$ cat config.mk
export PLATFORM = sky130hd
export DESIGN_NAME = ifid_skid_buffer
export DESIGN_NICKNAME = d
export VERILOG_FILES = /design/src/rtl/ifid_skid_buffer.sv
export SDC_FILE = /design/constraint.sdc
export NUM_CORES = 1
export LEC_CHECK = 0
export ABC_AREA = 1
export CAP_MARGIN = 20
export CORE_ASPECT_RATIO = 1.4
export CORE_MARGIN = 1.5
export CORE_UTILIZATION = 50
export DETAILED_ROUTE_END_ITERATION = 16
export GPL_ROUTABILITY_DRIVEN = 0
export PLACE_DENSITY = 0.79
export REMOVE_ABC_BUFFERS = 1
export SLEW_MARGIN = 0
export SYNTH_ARGS = -nofsm -noshare
export SYNTH_HDL_FRONTEND = slang
export SYNTH_SLANG_ARGS = --single-unit
$ cat constraint.sdc
create_clock -name clk -period 1.7 [get_ports clk]
set_clock_uncertainty 0.05 [all_clocks]
set_input_delay 0.34 -clock clk [delete_from_list [all_inputs] [get_ports clk]]
set_output_delay 0.34 -clock clk [all_outputs]
set_load 0.05 [all_outputs]
$ cat src/rtl/ifid_skid_buffer.sv
// IF/ID pipeline register as a two-entry skid buffer with valid/ready on both sides.
// Adds synchronous flush, NOP bubble output and a saturating stall-cycle counter.
module ifid_skid_buffer #(
    parameter int unsigned          ADDR_W    = 16,
    parameter int unsigned          INSTR_W   = 16,
    parameter logic [INSTR_W-1:0]   NOP_INSTR = {INSTR_W{1'b0}},
    parameter logic [ADDR_W-1:0]    RESET_PC  = {ADDR_W{1'b0}},
    parameter int unsigned          CNT_W     = 8
) (
    input  logic               clk,
    input  logic               reset,
    input  logic               in_valid,
    output logic               in_ready,
    input  logic [ADDR_W-1:0]  in_pc,
    input  logic [INSTR_W-1:0] in_instr,
    input  logic               flush,
    output logic               out_valid,
    input  logic               out_ready,
    output logic [ADDR_W-1:0]  out_pc,
    output logic [INSTR_W-1:0] out_instr,
    output logic [1:0]         occupancy,
    output logic [CNT_W-1:0]   stall_cycles
);

    typedef enum logic [1:0] {
        EMPTY = 2'd0,
        ONE   = 2'd1,
        FULL  = 2'd2
    } state_e;

    typedef struct packed {
        logic [ADDR_W-1:0]  pc;
        logic [INSTR_W-1:0] instr;
    } entry_t;

    localparam entry_t ENTRY_RST = '{pc: RESET_PC, instr: NOP_INSTR};

    state_e             state_q, state_d;
    entry_t             head_q, head_d;
    entry_t             skid_q, skid_d;
    logic [CNT_W-1:0]   stall_q, stall_d;

    logic   can_push;
    logic   has_head;
    logic   push;
    logic   pop;
    entry_t in_entry;

    // Handshake qualifiers come from registered state only.
    assign can_push = (state_q != FULL);
    assign has_head = (state_q != EMPTY);
    assign push     = in_valid & can_push;
    assign pop      = has_head & out_ready;
    assign in_entry = '{pc: in_pc, instr: in_instr};

    always_ff @(posedge clk or negedge reset) begin
        if (!reset) begin
            state_q <= EMPTY;
        end else begin
            state_q <= state_d;
        end
    end

    always_comb begin
        state_d = state_q;
        if (flush) begin
            state_d = EMPTY;
        end else begin
            unique case (state_q)
                EMPTY: begin
                    if (push) begin
                        state_d = ONE;
                    end
                end
                ONE: begin
                    if (push && !pop) begin
                        state_d = FULL;
                    end else if (pop && !push) begin
                        state_d = EMPTY;
                    end
                end
                FULL: begin
                    if (pop) begin
                        state_d = ONE;
                    end
                end
                default: state_d = EMPTY;
            endcase
        end
    end

    always_comb begin
        head_d = head_q;
        skid_d = skid_q;
        if (!flush) begin
            unique case (state_q)
                EMPTY: begin
                    if (push) begin
                        head_d = in_entry;
                    end
                end
                ONE: begin
                    if (push && pop) begin
                        head_d = in_entry;
                    end else if (push) begin
                        skid_d = in_entry;
                    end
                end
                FULL: begin
                    if (pop) begin
                        head_d = skid_q;
                    end
                end
                default: ;
            endcase
        end
    end

    always_comb begin
        stall_d = stall_q;
        if (has_head && !out_ready && (stall_q != {CNT_W{1'b1}})) begin
            stall_d = stall_q + 1'b1;
        end
    end

    always_ff @(posedge clk or negedge reset) begin
        if (!reset) begin
            head_q  <= ENTRY_RST;
            skid_q  <= ENTRY_RST;
            stall_q <= '0;
        end else begin
            head_q  <= head_d;
            skid_q  <= skid_d;
            stall_q <= stall_d;
        end
    end

    always_comb begin
        in_ready     = can_push;
        out_valid    = has_head;
        out_pc       = head_q.pc;
        out_instr    = has_head ? head_q.instr : NOP_INSTR;
        stall_cycles = stall_q;
        unique case (state_q)
            ONE:     occupancy = 2'd1;
            FULL:    occupancy = 2'd2;
            default: occupancy = 2'd0;
        endcase
    end

endmodule

==> run_summary.xml, run 1 <==
<?xml version="1.0" encoding="UTF-8"?>
<metrics>
  <group name="place">
    <metric name="worst_case_setup_slack_after_placement" unit="ns">-0.161</metric>
    <metric name="place.port_buffers" unit="">80</metric>
    <metric name="post-dp-hpwl" unit="um">5710</metric>
  </group>
  <group name="logic_synthesis">
    <metric name="yosys.area.top_type" unit="">dfrtp_1</metric>
    <metric name="synthesis.area_per_instance" unit="sq um">7.26</metric>
    <metric name="synth.cell_area" unit="sq um">3820</metric>
    <metric name="seq_area_frac_synth" unit="%">48.5</metric>
    <metric name="synthTopCellsByArea" unit="">dfrtp_1 (48%), nand2_1 (24%), inv_1 (5.7%)</metric>
    <metric name="post_synth_inst_count" unit="">526</metric>
    <metric name="yosys_warnings" unit="">0</metric>
    <metric name="synth_largest_type_area_fraction" unit="%">48.5</metric>
    <metric name="yosys.cell_types.count" unit="">24</metric>
    <metric name="synth-seq-cells" unit="">74</metric>
  </group>
  <group name="setup_path">
    <metric name="worstPathMaxFanout" unit="">5</metric>
    <metric name="critical_path.endpoint_type" unit="">output port</metric>
    <metric name="criticalPathCategory" unit="">reg -&gt; out</metric>
    <metric name="crit_required" unit="ns">1.31</metric>
    <metric name="timing.critical_path.arrival" unit="ns">1.40</metric>
    <metric name="register_to_register_path_setup_slack" unit="ns">0.10</metric>
    <metric name="startpoint_type" unit="">register</metric>
  </group>
  <group name="routing">
    <metric name="number_of_nets_with_antenna_violations_after_routing" unit="">0</metric>
    <metric name="routed_wire_length_per_instance" unit="um">13.9</metric>
    <metric name="drc" unit="">0</metric>
    <metric name="detailed_route_via_count" unit="">3525</metric>
    <metric name="vias_per_cell" unit="">5.00</metric>
    <metric name="dr.first_iter.drc_count" unit="">256</metric>
    <metric name="wl" unit="um">9770</metric>
    <metric name="first_pass_iters" unit="">4</metric>
  </group>
  <group name="floorplanning">
    <metric name="initial_utilization" unit="%">51.9</metric>
    <metric name="pin_count" unit="">81</metric>
    <metric name="die-width" unit="um">76.9</metric>
    <metric name="floorplan.core_area" unit="sq um">7360</metric>
    <metric name="row_count" unit="">37</metric>
    <metric name="die-area" unit="sq um">8180</metric>
    <metric name="dieHeight" unit="um">106</metric>
  </group>
  <group name="finish">
    <metric name="regArea" unit="sq um">1850</metric>
    <metric name="flow.area_growth_from_synthesis" unit="%">35.6</metric>
    <metric name="post_route_cells_drive_above_1_share" unit="%">17.6</metric>
    <metric name="combined_area_of_the_multi_input_logic_cells" unit="sq um">1540</metric>
    <metric name="final_net_count" unit="">642</metric>
    <metric name="n_antenna_cell" unit="">0</metric>
    <metric name="fin_util" unit="%">70.4</metric>
    <metric name="num-fill-cells" unit="">555</metric>
  </group>
  <group name="timing">
    <metric name="timing.final.crit_share" unit="%">105</metric>
    <metric name="final_critical_path_setup_slack" unit="ns">-0.0920</metric>
    <metric name="final.min_clock_period" unit="ns">1.79</metric>
    <metric name="maxSlewViolCount" unit="">0</metric>
    <metric name="hold_ws" unit="ns">0.392</metric>
    <metric name="tightest_slew" unit="ns">0.343</metric>
    <metric name="fmax" unit="GHz">0.558</metric>
    <metric name="grt_setup_unrepaired" unit="">yes</metric>
    <metric name="timing_hold_violations_final" unit="">0</metric>
    <metric name="relSlewSlack" unit="%">77.1</metric>
    <metric name="setup_viol_count_final" unit="">19</metric>
    <metric name="fin_tns_setup" unit="ns">-1.40</metric>
  </group>
  <group name="clock_tree">
    <metric name="tritoncts" unit="">built</metric>
    <metric name="clkLatencyLatePin" unit="ns">0.35</metric>
    <metric name="clkTransAtPathRegs" unit="ns">0.08</metric>
    <metric name="cts_max_path_buffers" unit="">2</metric>
    <metric name="htreeDepth" unit="">3</metric>
    <metric name="root_buffer" unit="">clkbuf_8</metric>
    <metric name="clock_sink_count" unit="">74</metric>
    <metric name="tritoncts.num_buffers" unit="">9</metric>
  </group>
  <group name="power">
    <metric name="total_power" unit="W">0.00797</metric>
    <metric name="total_switching_power" unit="W">0.00334</metric>
    <metric name="p_int" unit="W">0.00463</metric>
    <metric name="seq_power_share" unit="%">36.9</metric>
    <metric name="clockPowerShare" unit="%">19.0</metric>
    <metric name="total_leakage_power" unit="nW">2.79</metric>
    <metric name="power_per_cell_area" unit="nW/um^2">1540</metric>
    <metric name="share_comb_of_total_power" unit="%">44.2</metric>
    <metric name="power_switching_share" unit="%">41.9</metric>
    <metric name="irDropWorstVdd" unit="V">0.000708</metric>
  </group>
  <group name="global_route">
    <metric name="track_usage" unit="%">24.9</metric>
    <metric name="first_global_vias" unit="">3392</metric>
    <metric name="grt_antenna_before_repair" unit="">0</metric>
    <metric name="pin_count_of_the_biggest_net_entering_global_routing" unit="">51</metric>
    <metric name="globalRoute.totalOverflow" unit="">0</metric>
    <metric name="grt_pass1_wl" unit="um">15800</metric>
  </group>
  <group name="run">
    <metric name="max_cap_viol_count" unit="">0</metric>
  </group>
  <group name="outcome">
    <metric name="violations" unit="">negative setup slack</metric>
    <metric name="outcome" unit="">finished with violations</metric>
  </group>
  <group name="worst_hold_path">
    <metric name="hp-class" unit="">in -&gt; async</metric>
  </group>
</metrics>
repair_timing:
action                                  4_1_cts  5_1_grt
gates cloned                                  3        0
endpoints found under the hold margin        24        0
pin swaps                                     1        1
hold buffers                                  1        0
gates resized for setup                      34        8
endpoints found under the setup margin       19       25
setup buffers                                 3        7
per-stage QoR:
step,instances,cell area [sq um]
floorplan,486,3550
global placement,676,4660
detailed placement,676,4660
CTS,698,5090
global route,705,5180
finish,705,5180
synthesized netlist by cell type (all sizes together):
library cell and instances:
nand2 242, dfrtp 74, inv 62, buf 39
nand3 36, o21ai 35, nor2 29, nand4 2
xnor2 2, clkbuf 1, ha 1, nand3b 1
o31ai 1, xor2 1
cell type report:
class | count | area share, %
clock inverter | 4 | 1.47
clock buffer | 11 | 2.73
tap | 97 | 2.34
multi-input combinational | 350 | 29.8
inverter | 62 | 4.54
sequential | 74 | 35.8
timing repair buffer | 107 | 23.3
worst paths after layout:
| check | depth (start not counted) | to | start |
|---|---|---|---|
| setup / recovery | 4 | out_instr[10] | state_q[1] |
| hold / removal | 2 | head_q[6] | reset |
| setup reg to reg | 9 | stall_cycles[6] | state_q[1] |
| hold reg to reg | 2 | head_q[9] | head_q[9] |
| max in group asynchronous | 3 | state_q[0] | reset |
| min in group clk | 2 | head_q[9] | head_q[9] |
cells in the final DEF, fill, tap and decap left out:
| master | count |
|---|---|
| dlygate4sd3_1 | 1 |
| nor2_2 | 4 |
| nand3_1 | 36 |
| nor2_1 | 18 |
| o31ai_1 | 1 |
| clkbuf_8 | 10 |
| buf_4 | 34 |
| dfrtp_2 | 2 |
| bufbuf_16 | 2 |
| clkdlybuf4s50_1 | 35 |
| dfrtp_1 | 72 |
| nand2_1 | 239 |
| clkinvlp_4 | 1 |
| nor2_4 | 7 |
| inv_1 | 57 |
| clkbuf_1 | 1 |
| buf_12 | 15 |
| o21ai_1 | 32 |
| nand2_8 | 1 |
| nand2_4 | 2 |
| buf_6 | 20 |
| inv_2 | 4 |
| xor2_1 | 1 |
| nand4_1 | 2 |
| inv_4 | 1 |
| nand3b_1 | 1 |
| bufinv_16 | 2 |
| clkinv_4 | 1 |
| o21ai_0 | 2 |
| o21ai_4 | 1 |
| xnor2_1 | 2 |
| ha_1 | 1 |
flip-flops by register name, summed over array words and instances (netlist names):
name          count
state_q           2
skid_q           32
out_pc           16
head_q           16
stall_cycles      8
power groups by stage:
stage               combinational (W)  sequential (W)  clock, W
finish                        0.00352         0.00294   0.00151
floorplan                     0.00142         0.00351         0
global placement              0.00314         0.00292         0
detailed placement            0.00322         0.00294         0
global route                  0.00380         0.00301   0.00160
CTS                           0.00344         0.00292   0.00152
metal layers:
metal	global-route usage [%]	up-vias	part of all wire [%]	wire length, um
li1	-	1729	-	-
met1	29.3	1673	40	3920
met2	42.9	100	52	5070
met3	4.98	23	4.4	432
met4	12.3	0	3.6	348
met5	0	-	0	0
cell families (layout without fill, tap and decap cells):
family,Yosys count,count (layout),synth area share (%)
simple gates,310,310,32.6
buf+inv,102,184,13.0
flops,74,74,48.5
compound gates,36,36,4.88
xor+xnor,3,3,0.688
fa+ha+maj,1,1,0.328
critical path, cell delays in order, from the launching register on:
cell     delay [ns]
dfrtp_2        0.47
nor2_4         0.21
buf_6          0.18
nor2_4         0.05
buf_6          0.14
Power figures use the tool's default switching activity.
==> run 2: changes to the inputs <==
Clock period 1.7 ns to 2.15 ns, I/O delays scaled along.
==> run_summary.xml, run 2 (synthesis results as in run 1) <==
<?xml version="1.0" encoding="UTF-8"?>
<metrics>
  <group name="setup_path">
    <metric name="cpMaxStageDelayCell" unit="">clkdlybuf4s50_1</metric>
    <metric name="ff2ff_path_depth" unit="">7</metric>
    <metric name="crit_required" unit="ns">1.67</metric>
    <metric name="register_to_register_path_setup_slack" unit="ns">0.54</metric>
    <metric name="cp_num_buf_inv" unit="">1</metric>
    <metric name="worst_path_cell_trace" unit="">clkdlybuf4s50_1</metric>
    <metric name="crit_path_max_incr_delay" unit="ns">0.83</metric>
    <metric name="critical-path-top-delay-family" unit="">buffers and inverters</metric>
    <metric name="criticalPathCategory" unit="">reg -&gt; out</metric>
    <metric name="worst_r2r_startpoint" unit="">state_q[0]</metric>
    <metric name="startpoint_type" unit="">register</metric>
    <metric name="timing.critical_path.arrival" unit="ns">1.63</metric>
    <metric name="worstPathMaxFanout" unit="">6</metric>
    <metric name="critical_path.endpoint_type" unit="">output port</metric>
    <metric name="r2r-end" unit="">out_pc[15]</metric>
  </group>
  <group name="global_route">
    <metric name="first_global_vias" unit="">3173</metric>
    <metric name="globalRoute.totalOverflow" unit="">0</metric>
    <metric name="grt_antenna_before_repair" unit="">0</metric>
    <metric name="grt_pass1_wl" unit="um">14800</metric>
    <metric name="pin_count_of_the_biggest_net_entering_global_routing" unit="">66</metric>
    <metric name="track_usage" unit="%">23.2</metric>
  </group>
  <group name="routing">
    <metric name="detailed_route_via_count" unit="">3356</metric>
    <metric name="drc" unit="">0</metric>
    <metric name="first_pass_iters" unit="">4</metric>
    <metric name="dr.first_iter.drc_count" unit="">252</metric>
    <metric name="wl" unit="um">8780</metric>
    <metric name="number_of_nets_with_antenna_violations_after_routing" unit="">0</metric>
    <metric name="routed_wire_length_per_instance" unit="um">12.7</metric>
    <metric name="vias_per_cell" unit="">4.85</metric>
  </group>
  <group name="finish">
    <metric name="mostFrequentLayoutCell" unit="">nand2_1</metric>
    <metric name="largest_register_ffs" unit="">32</metric>
    <metric name="post_route_cells_drive_above_1_share" unit="%">9.75</metric>
    <metric name="flow.area_growth_from_synthesis" unit="%">26.0</metric>
    <metric name="num-fill-cells" unit="">626</metric>
    <metric name="final_net_count" unit="">628</metric>
    <metric name="layout_common_cells" unit="">nand2_1 (240), dfrtp_1 (74), inv_1 (58), clkdlybuf4s50_1 (58), nand3_1 (36)</metric>
    <metric name="n_antenna_cell" unit="">0</metric>
    <metric name="max_flop_register" unit="">skid_q</metric>
    <metric name="post_layout_cell_count" unit="">692</metric>
  </group>
  <group name="clock_tree">
    <metric name="root_buffer" unit="">clkbuf_8</metric>
    <metric name="tritoncts.num_buffers" unit="">9</metric>
    <metric name="postCtsSetupBuffers" unit="">0</metric>
    <metric name="cts_max_path_buffers" unit="">2</metric>
    <metric name="clkTransAtPathRegs" unit="ns">0.08</metric>
    <metric name="clock_sink_count" unit="">74</metric>
    <metric name="tritoncts" unit="">built</metric>
    <metric name="clkLatencyLatePin" unit="ns">0.35</metric>
    <metric name="htreeDepth" unit="">3</metric>
  </group>
  <group name="power">
    <metric name="total_leakage_power" unit="nW">2.61</metric>
    <metric name="total_power" unit="W">0.00598</metric>
    <metric name="power_per_cell_area" unit="nW/um^2">1240</metric>
    <metric name="irDropWorstVdd" unit="V">0.000735</metric>
  </group>
  <group name="place">
    <metric name="place.port_buffers" unit="">80</metric>
    <metric name="post-dp-hpwl" unit="um">5960</metric>
    <metric name="placed_insts" unit="">675</metric>
  </group>
  <group name="worst_hold_path">
    <metric name="hp-class" unit="">reg -&gt; reg</metric>
    <metric name="worst_hold_path.endpoint" unit="">out_pc[9]</metric>
    <metric name="min_from" unit="">out_pc[9]</metric>
    <metric name="holdPathStages" unit="">2</metric>
  </group>
  <group name="timing">
    <metric name="grt_setup_unrepaired" unit="">no</metric>
    <metric name="maxSlewViolCount" unit="">0</metric>
    <metric name="setup_viol_count_final" unit="">0</metric>
    <metric name="fmax" unit="GHz">0.475</metric>
    <metric name="timing_hold_violations_final" unit="">0</metric>
    <metric name="tightest_slew" unit="ns">0.528</metric>
    <metric name="timing.final.crit_share" unit="%">97.9</metric>
    <metric name="final.min_clock_period" unit="ns">2.11</metric>
    <metric name="relSlewSlack" unit="%">64.7</metric>
    <metric name="fin_tns_setup" unit="ns">0</metric>
  </group>
  <group name="floorplanning">
    <metric name="pin_count" unit="">81</metric>
    <metric name="dieHeight" unit="um">106</metric>
    <metric name="die-width" unit="um">76.9</metric>
    <metric name="initial_utilization" unit="%">51.9</metric>
    <metric name="row_count" unit="">37</metric>
    <metric name="floorplan.core_area" unit="sq um">7360</metric>
    <metric name="die-area" unit="sq um">8180</metric>
  </group>
  <group name="outcome">
    <metric name="outcome" unit="">complete, no violations</metric>
  </group>
  <group name="run">
    <metric name="max_cap_viol_count" unit="">0</metric>
  </group>
</metrics>
[run 2: changes by cell type in the layout (fill, tap and decap cells not counted), sizes merged]
| cell | before | now |
|---|---|---|
| buf | 69 | 33 |
| clkdlybuf4s50 | 35 | 58 |
| bufbuf | 2 | 0 |
| clkinv | 1 | 2 |
| dlygate4sd2 | 0 | 1 |
[run 2: repair_timing]
action,4_1_cts,5_1_grt
gates resized for setup,1,0
hold endpoints to repair,1,0
hold buffers,1,0
setup endpoints to repair,1,0
[run 2: worst min-delay path, cell delays in order, from the launching register on]
cell,delay (ns)
dfrtp_1,0.35
nand2_1,0.05
nand2_1,0.04
[run 2: layout make-up]
class | instances | area, sq um | area share, %
Multi-Input combinational cell | 350 | 1480 | 30.7
Tap cell | 97 | 121 | 2.52
Clock inverter | 5 | 77.6 | 1.61
Inverter | 62 | 233 | 4.84
Timing Repair Buffer | 93 | 910 | 18.9
Clock buffer | 11 | 141 | 2.94
Sequential cell | 74 | 1850 | 38.5
[run 2: worst max-delay path by stage]
stage | slack (ns) | end | cells past startpoint | start
global placement | 0.27 | head_q[15] | 6 | in_valid
detailed placement | 0.25 | out_pc[10] | 6 | in_valid
floorplan | -0.68 | skid_q[0] | 4 | state_q[0]
global route | 0.002 | stall_cycles[6] | 1 | stall_cycles[6]
CTS | 0.03 | stall_cycles[6] | 1 | stall_cycles[6]
finish | 0.04 | stall_cycles[6] | 1 | stall_cycles[6]
[run 2: metrics by stage]
stage / setup slack, ns / instance area, sq um / hold WS [ns] / utilization (%)
floorplan: -0.681 / 3550 / 0.0844 / -
global placement: 0.271 / 4580 / 0.387 / 62.3
detailed placement: 0.249 / 4580 / 0.382 / 62.3
CTS: 0.0273 / 4810 / 0.426 / 65.4
global route: 0.00185 / 4810 / 0.445 / 65.4
finish: 0.0445 / 4810 / 0.422 / 65.4
[run 2: layer usage]
layer	up-vias	GRT usage, %	part of all wire, %	wire length (um)
met2	88	38.9	52	4530
met5	-	0	0	0
li1	1700	-	-	-
met3	22	4.72	4.0	355
met1	1546	28.4	41	3630
met4	0	11.1	3.1	269
[run 2: power breakdown]
| group | leakage, nW | internal, W | total [W] | switching [W] |
|---|---|---|---|---|
| Sequential | 0.934 | 0.00195 | 0.00230 | 0.000351 |
| Clock | 0.109 | 0.000681 | 0.00120 | 0.000514 |
| Combinational | 1.57 | 0.000837 | 0.00248 | 0.00164 |
==> run 3: changes to the inputs <==
Settings changed: GPL_ROUTABILITY_DRIVEN 0 to 1.
==> results of run 3 <==
Same layout as run 2: the final DEF is identical, and so are final timing and power.
